<file path="config.mk">
export PLATFORM = sky130hd
export DESIGN_NAME = ahb_arbiter
export DESIGN_NICKNAME = d
export VERILOG_FILES = /design/src/rtl/ahb_arbiter.sv
export SDC_FILE = /design/constraint.sdc
export NUM_CORES = 1
export LEC_CHECK = 0
export CAP_MARGIN = 10
export CORE_MARGIN = 2
export CORE_UTILIZATION = 30
export CTS_BUF_LIST = sky130_fd_sc_hd__clkbuf_8
export DETAILED_ROUTE_END_ITERATION = 6
export PLACE_DENSITY = 0.62
export REMOVE_ABC_BUFFERS = 1
export SLEW_MARGIN = 20
export SYNTH_ARGS = -nofsm -noshare
export SYNTH_HDL_FRONTEND = slang
export SYNTH_SLANG_ARGS = --single-unit
</file>
<file path="constraint.sdc">
create_clock -name ahb_clk_in -period 4.3 [get_ports ahb_clk_in]
set_clock_uncertainty 0.2 [all_clocks]
set_input_delay 0.43 -clock ahb_clk_in [delete_from_list [all_inputs] [get_ports ahb_clk_in]]
set_output_delay 0.43 -clock ahb_clk_in [all_outputs]
set_load 0.01 [all_outputs]
</file>
<file path="src/rtl/ahb_arbiter.sv">
// AHB bus arbiter: round-robin grant with burst/lock hold, default-master parking, registered HMASTER/HMASTLOCK.
// Defining AHB_ARB_FIXED_PRIO_EN switches arbitration to fixed priority (lowest index wins).
module ahb_arbiter #(
    parameter  int MASTERS        = 3,
    parameter  int DEFAULT_MASTER = 0,
    localparam int MW             = (MASTERS > 1) ? $clog2(MASTERS) : 1
) (
    input  logic               ahb_clk_in,
    input  logic               ahb_rst_in,
    input  logic [MASTERS-1:0] master_req_in,
    input  logic [MASTERS-1:0] master_lock_in,
    input  logic [1:0]         ahb_trans_in,
    input  logic [2:0]         ahb_burst_in,
    input  logic               ahb_ready_in,
    output logic [MASTERS-1:0] master_grant_out,
    output logic [MW-1:0]      master_sel_out,
    output logic               master_lock_out
);

    localparam logic [1:0] TRANS_IDLE   = 2'b00;
    localparam logic [1:0] TRANS_BUSY   = 2'b01;
    localparam logic [1:0] TRANS_NONSEQ = 2'b10;
    localparam logic [1:0] TRANS_SEQ    = 2'b11;

    logic [MASTERS-1:0] grant_q, grant_d;
    logic [MW-1:0]      sel_q;
    logic               lock_q;
    logic [4:0]         cnt_q, cnt_d;
    logic [MW-1:0]      gnt_idx, win_idx;
    logic               allowed;
    logic               unused_burst;

    // HBURST[0] only distinguishes wrapping from incrementing, which does not affect beat count.
    assign unused_burst = ahb_burst_in[0];

    always_comb begin
        gnt_idx = '0;
        for (int i = 0; i < MASTERS; i++) begin
            if (grant_q[i]) gnt_idx = MW'(i);
        end
    end

    // A locked holder that still requests keeps the bus even at burst end.
    assign allowed = (cnt_q <= 5'd1) &&
                     !(master_lock_in[gnt_idx] && master_req_in[gnt_idx]);

`ifdef AHB_ARB_FIXED_PRIO_EN
    always_comb begin
        win_idx = MW'(DEFAULT_MASTER);
        for (int i = MASTERS - 1; i >= 0; i--) begin
            if (master_req_in[i]) win_idx = MW'(i);
        end
    end

    always_comb begin
        grant_d = grant_q;
        if (allowed) begin
            grant_d = (|master_req_in) ? (MASTERS'(1) << win_idx)
                                       : (MASTERS'(1) << DEFAULT_MASTER);
        end
    end
`else
    logic [MW-1:0] ptr_q, ptr_d;
    logic          found;
    int            idx;

    always_comb begin
        win_idx = MW'(DEFAULT_MASTER);
        found   = 1'b0;
        idx     = 0;
        for (int k = 1; k <= MASTERS; k++) begin
            idx = (int'(ptr_q) + k) % MASTERS;
            if (!found && master_req_in[idx]) begin
                found   = 1'b1;
                win_idx = MW'(idx);
            end
        end
    end

    always_comb begin
        grant_d = grant_q;
        ptr_d   = ptr_q;
        if (allowed) begin
            if (|master_req_in) begin
                grant_d = MASTERS'(1) << win_idx;
                ptr_d   = win_idx;
            end else begin
                grant_d = MASTERS'(1) << DEFAULT_MASTER;
            end
        end
    end

    always_ff @(posedge ahb_clk_in) begin
        if (ahb_rst_in) ptr_q <= MW'(DEFAULT_MASTER);
        else            ptr_q <= ptr_d;
    end
`endif

    always_comb begin
        cnt_d = cnt_q;
        if (ahb_ready_in) begin
            case (ahb_trans_in)
                TRANS_NONSEQ: begin
                    case (ahb_burst_in[2:1])
                        2'b01:   cnt_d = 5'd3;
                        2'b10:   cnt_d = 5'd7;
                        2'b11:   cnt_d = 5'd15;
                        default: cnt_d = 5'd0;
                    endcase
                end
                TRANS_SEQ:  cnt_d = (cnt_q == 5'd0) ? 5'd0 : cnt_q - 5'd1;
                TRANS_BUSY: cnt_d = cnt_q;
                TRANS_IDLE: cnt_d = 5'd0;
                default:    cnt_d = cnt_q;
            endcase
        end
    end

    always_ff @(posedge ahb_clk_in) begin
        if (ahb_rst_in) begin
            grant_q <= MASTERS'(1) << DEFAULT_MASTER;
            sel_q   <= MW'(DEFAULT_MASTER);
            lock_q  <= 1'b0;
            cnt_q   <= 5'd0;
        end else begin
            grant_q <= grant_d;
            cnt_q   <= cnt_d;
            if (ahb_ready_in) begin
                sel_q  <= gnt_idx;
                lock_q <= master_lock_in[gnt_idx];
            end
        end
    end

    assign master_grant_out = grant_q;
    assign master_sel_out   = sel_q;
    assign master_lock_out  = lock_q;

endmodule

</file>
==> metrics.md <==
| Metric | Value |
|---|---|
| Critical-path maximum fanout | `7` |
| Remaining global-route overflow | `0` |
| CTS tree | `built` |
| # nets final | `153` |
| Ys async rst share | `0%` |
| Slew Viols, Final | `0` |
| Worst setup slack for register-to-register paths | `2.20 ns` |
| Number of vias in the routed layout | `833` |
| Antenna-violating nets left | `0` |
| Unrepaired setup endpoints after global routing | `no` |
| Combined global-route utilization of all metal layers | `11.9%` |
| Final sum of negative setup slack | `0 ns` |
| Number of cell rows | `19` |
| Violation count after the first detailed-routing iteration | `15` |
| Fraction of the yosys area taken by sequential cells | `28.8%` |
| Antenna violations before repair | `0` |
| Class of the most critical hold timing path | `flip-flop to flip-flop` |
| Total clock buffers created by CTS | `3` |
| Core outline area | `2810 sq um` |
| Count of final setup violators | `0` |
| Final weighted congestion in routability-driven placement | `0.873` |
| Count of cells resized by post-cts repair | `0` |
| HPWL after detailed placement | `1450 um` |
| Worst EP required | `4.27 ns` |
| Clock Sink Count | `13` |
| Time the final worst path needs with I/O delays and setup | `2.10 ns` |
| Clock Tree Root | `clkbuf_8` |
| EDFF count, synth | `0` |
| Die span in x | `58.9 um` |
| Effective utilization at floorplan | `32.2%` |
| Worst setup path class | `flip-flop to flip-flop` |
| Setup crit end kind | `flip-flop` |
| Crit path DAT | `2.07 ns` |
| # diodes | `0` |
| Worst-case headroom to the max-slew limit | `63.8%` |
| Number of global-route vias before repair | `784` |
| Number of buffers inserted by hold repair at cts | `0` |
| Deepest level of the CTS H-tree | `1` |
| Average size of a mapped cell | `8.01 sq um` |
| Post-CTS Repair Setup Buffers | `0` |
| Number of input and output port buffers inserted | `18` |
| Slew at the pin closest to its max-slew limit | `0.542 ns` |
| Height of the die | `58.9 um` |
| Number of max-cap violations | `0` |
| First-pass GRT wire length | `3170 um` |
| First-pass detailed-route iteration total | `4` |
| Number of warnings issued by yosys | `0` |
| Clock latency on the worst-skew pair | `0.25 ns` |
| Count of cell types in the netlist | `34` |
| Vias per inst | `5.17` |
| Number of hold-slack violations in the final timing report | `0` |
| Die area | `3470 sq um` |
| Number of placed I/O pins | `20` |
| Maximum clock frequency | `475 MHz` |
| Highest ir drop seen on vdd | `0.221 mV` |
| Buffer depth of the longest clock path | `2` |
| DRC violation count after routing | `0` |
| Cells after Synth | `113` |
| Overall power of the completed layout | `369 uW` |
| Final worst-path cycle share | `48.9%` |
| Layout Area Growth over Synthesis | `26.4%` |
| Critical path launch point type | `flip-flop` |
| Post-synthesis instance area | `905 sq um` |
| Aggregate routed wire length | `1850 um` |
| Power density cells | `322 nW/um^2` |
| Most used DFF post-synth | `dfxtp_1` |
| Share of post-route cells with drive strength above 1 | `5.38%` |
| Drt wl/cell | `11.5 um` |
| Number of synthesized register bits | `13` |
| Pin count of the biggest net entering global routing | `14` |
| Status | `finished clean` |
| Pleak | `0.432 nW` |
| Final standard cell utilization of the core | `40.8%` |
| Clock transition at the registers of the reported paths | `0.05 ns` |
report_power, final:
group	leakage (nW)	internal [mW]	switching, mW
registers	0.106	0.132	0.0114
clock network	0.0269	0.0631	0.0443
logic	0.299	0.0589	0.0595
total	0.432	0.253	0.115
metrics by stage:
| stage | hold WS (ns) | instances | instance area (sq um) | setup slack (ns) |
|---|---|---|---|---|
| after floorplan | 0.236 | 108 | 880 | 2.35 |
| after global placement | 0.253 | 157 | 1100 | 1.98 |
| after detailed placement | 0.265 | 157 | 1100 | 1.98 |
| after CTS | 0.274 | 161 | 1140 | 2.18 |
| after global routing | 0.301 | 161 | 1140 | 2.05 |
| final | 0.270 | 161 | 1140 | 2.20 |
worst max-delay path: stages (launching register included):
cell     delay (ns)
dfxtp_1        0.37
inv_1          0.06
ha_1           0.39
nor2b_1        0.17
o21a_1         0.21
o41ai_2        0.37
nand2_1        0.13
a21oi_1        0.14
layout by cell type (no fill, tap or decap), types with 2 or more instances in the layout:
cell type / netlist / layout
clkdlybuf4s50_1: 0 / 18
dfxtp_1: 13 / 13
a21oi_1: 10 / 10
nand2_1: 10 / 10
nor2_1: 9 / 9
inv_1: 7 / 8
ha_1: 8 / 8
o21ai_0: 5 / 5
mux2i_1: 5 / 5
nand3b_1: 4 / 4
nor2b_1: 4 / 4
nor3_1: 4 / 4
o211ai_1: 3 / 3
o21ai_1: 3 / 3
clkbuf_8: 0 / 3
o21a_1: 2 / 2
nand2b_1: 2 / 2
nor4_1: 2 / 2
a31oi_1: 2 / 2
nor3b_1: 2 / 2
final timing paths:
path                startpoint           endpoint  cells past startpoint
max                   ptr_q[0]           ptr_q[1]                      7
min          master_sel_out[0]  master_sel_out[0]                      2
max reg2reg           ptr_q[0]           ptr_q[1]                      7
min reg2reg  master_sel_out[0]  master_sel_out[0]                      2
routing by layer:
metal	up-vias	track usage, %	wire, um
li1	433	-	-
met1	373	13.7	845
met2	23	20.3	874
met3	4	4.84	101
met4	0	2.92	24
met5	-	0	0
cells by family (layout without fill, tap and decap cells):
logic type	after synthesis	in the layout	share of synthesized area, %
DFF	13	13	28.8
adders and majority gates	8	8	11.1
buffers and inverters	12	29	5.67
AOI/OAI and AO/OA	31	31	22.4
and+or+nand+nor	43	43	25.6
xor gates and xnor gates	1	1	0.968
muxes	5	5	5.53
cell type report:
| type | count | area [sq um] |
|---|---|---|
| clock inverters | 1 | 3.75 |
| multi-input cells | 88 | 593 |
| inverters | 7 | 26.3 |
| flip-flops and latches | 13 | 260 |
| well taps | 31 | 38.8 |
| clock buffers | 3 | 41.3 |
| fillers | 280 | 1660 |
| repair buffers | 18 | 180 |
cell usage after synthesis (2+ instances only):
library cell,instances,share of area [%]
nand2_1,10,4.1
nor4_1,2,1.4
inv_1,7,2.9
nor2_1,9,3.7
ha_1,8,11
o21a_1,2,1.7
nor3_1,4,2.2
nand3b_1,4,3.3
nor3b_1,2,1.7
o21ai_0,5,2.8
o211ai_1,3,2.5
nor2b_1,4,2.8
buf_2,2,1.1
clkbuf_1,2,0.83
a31oi_1,2,1.4
a21oi_1,10,5.5
dfxtp_1,13,29
o21ai_1,3,1.7
mux2i_1,5,5.5
nand2b_1,2,1.4
flip-flops by register name, summed over array words and instances, names as in the netlist:
register and flops:
ptr_q 2, cnt_q 5, master_grant_out 3, master_sel_out 2, master_lock_out 1
Note: power is estimated with default switching activity, not from simulation.
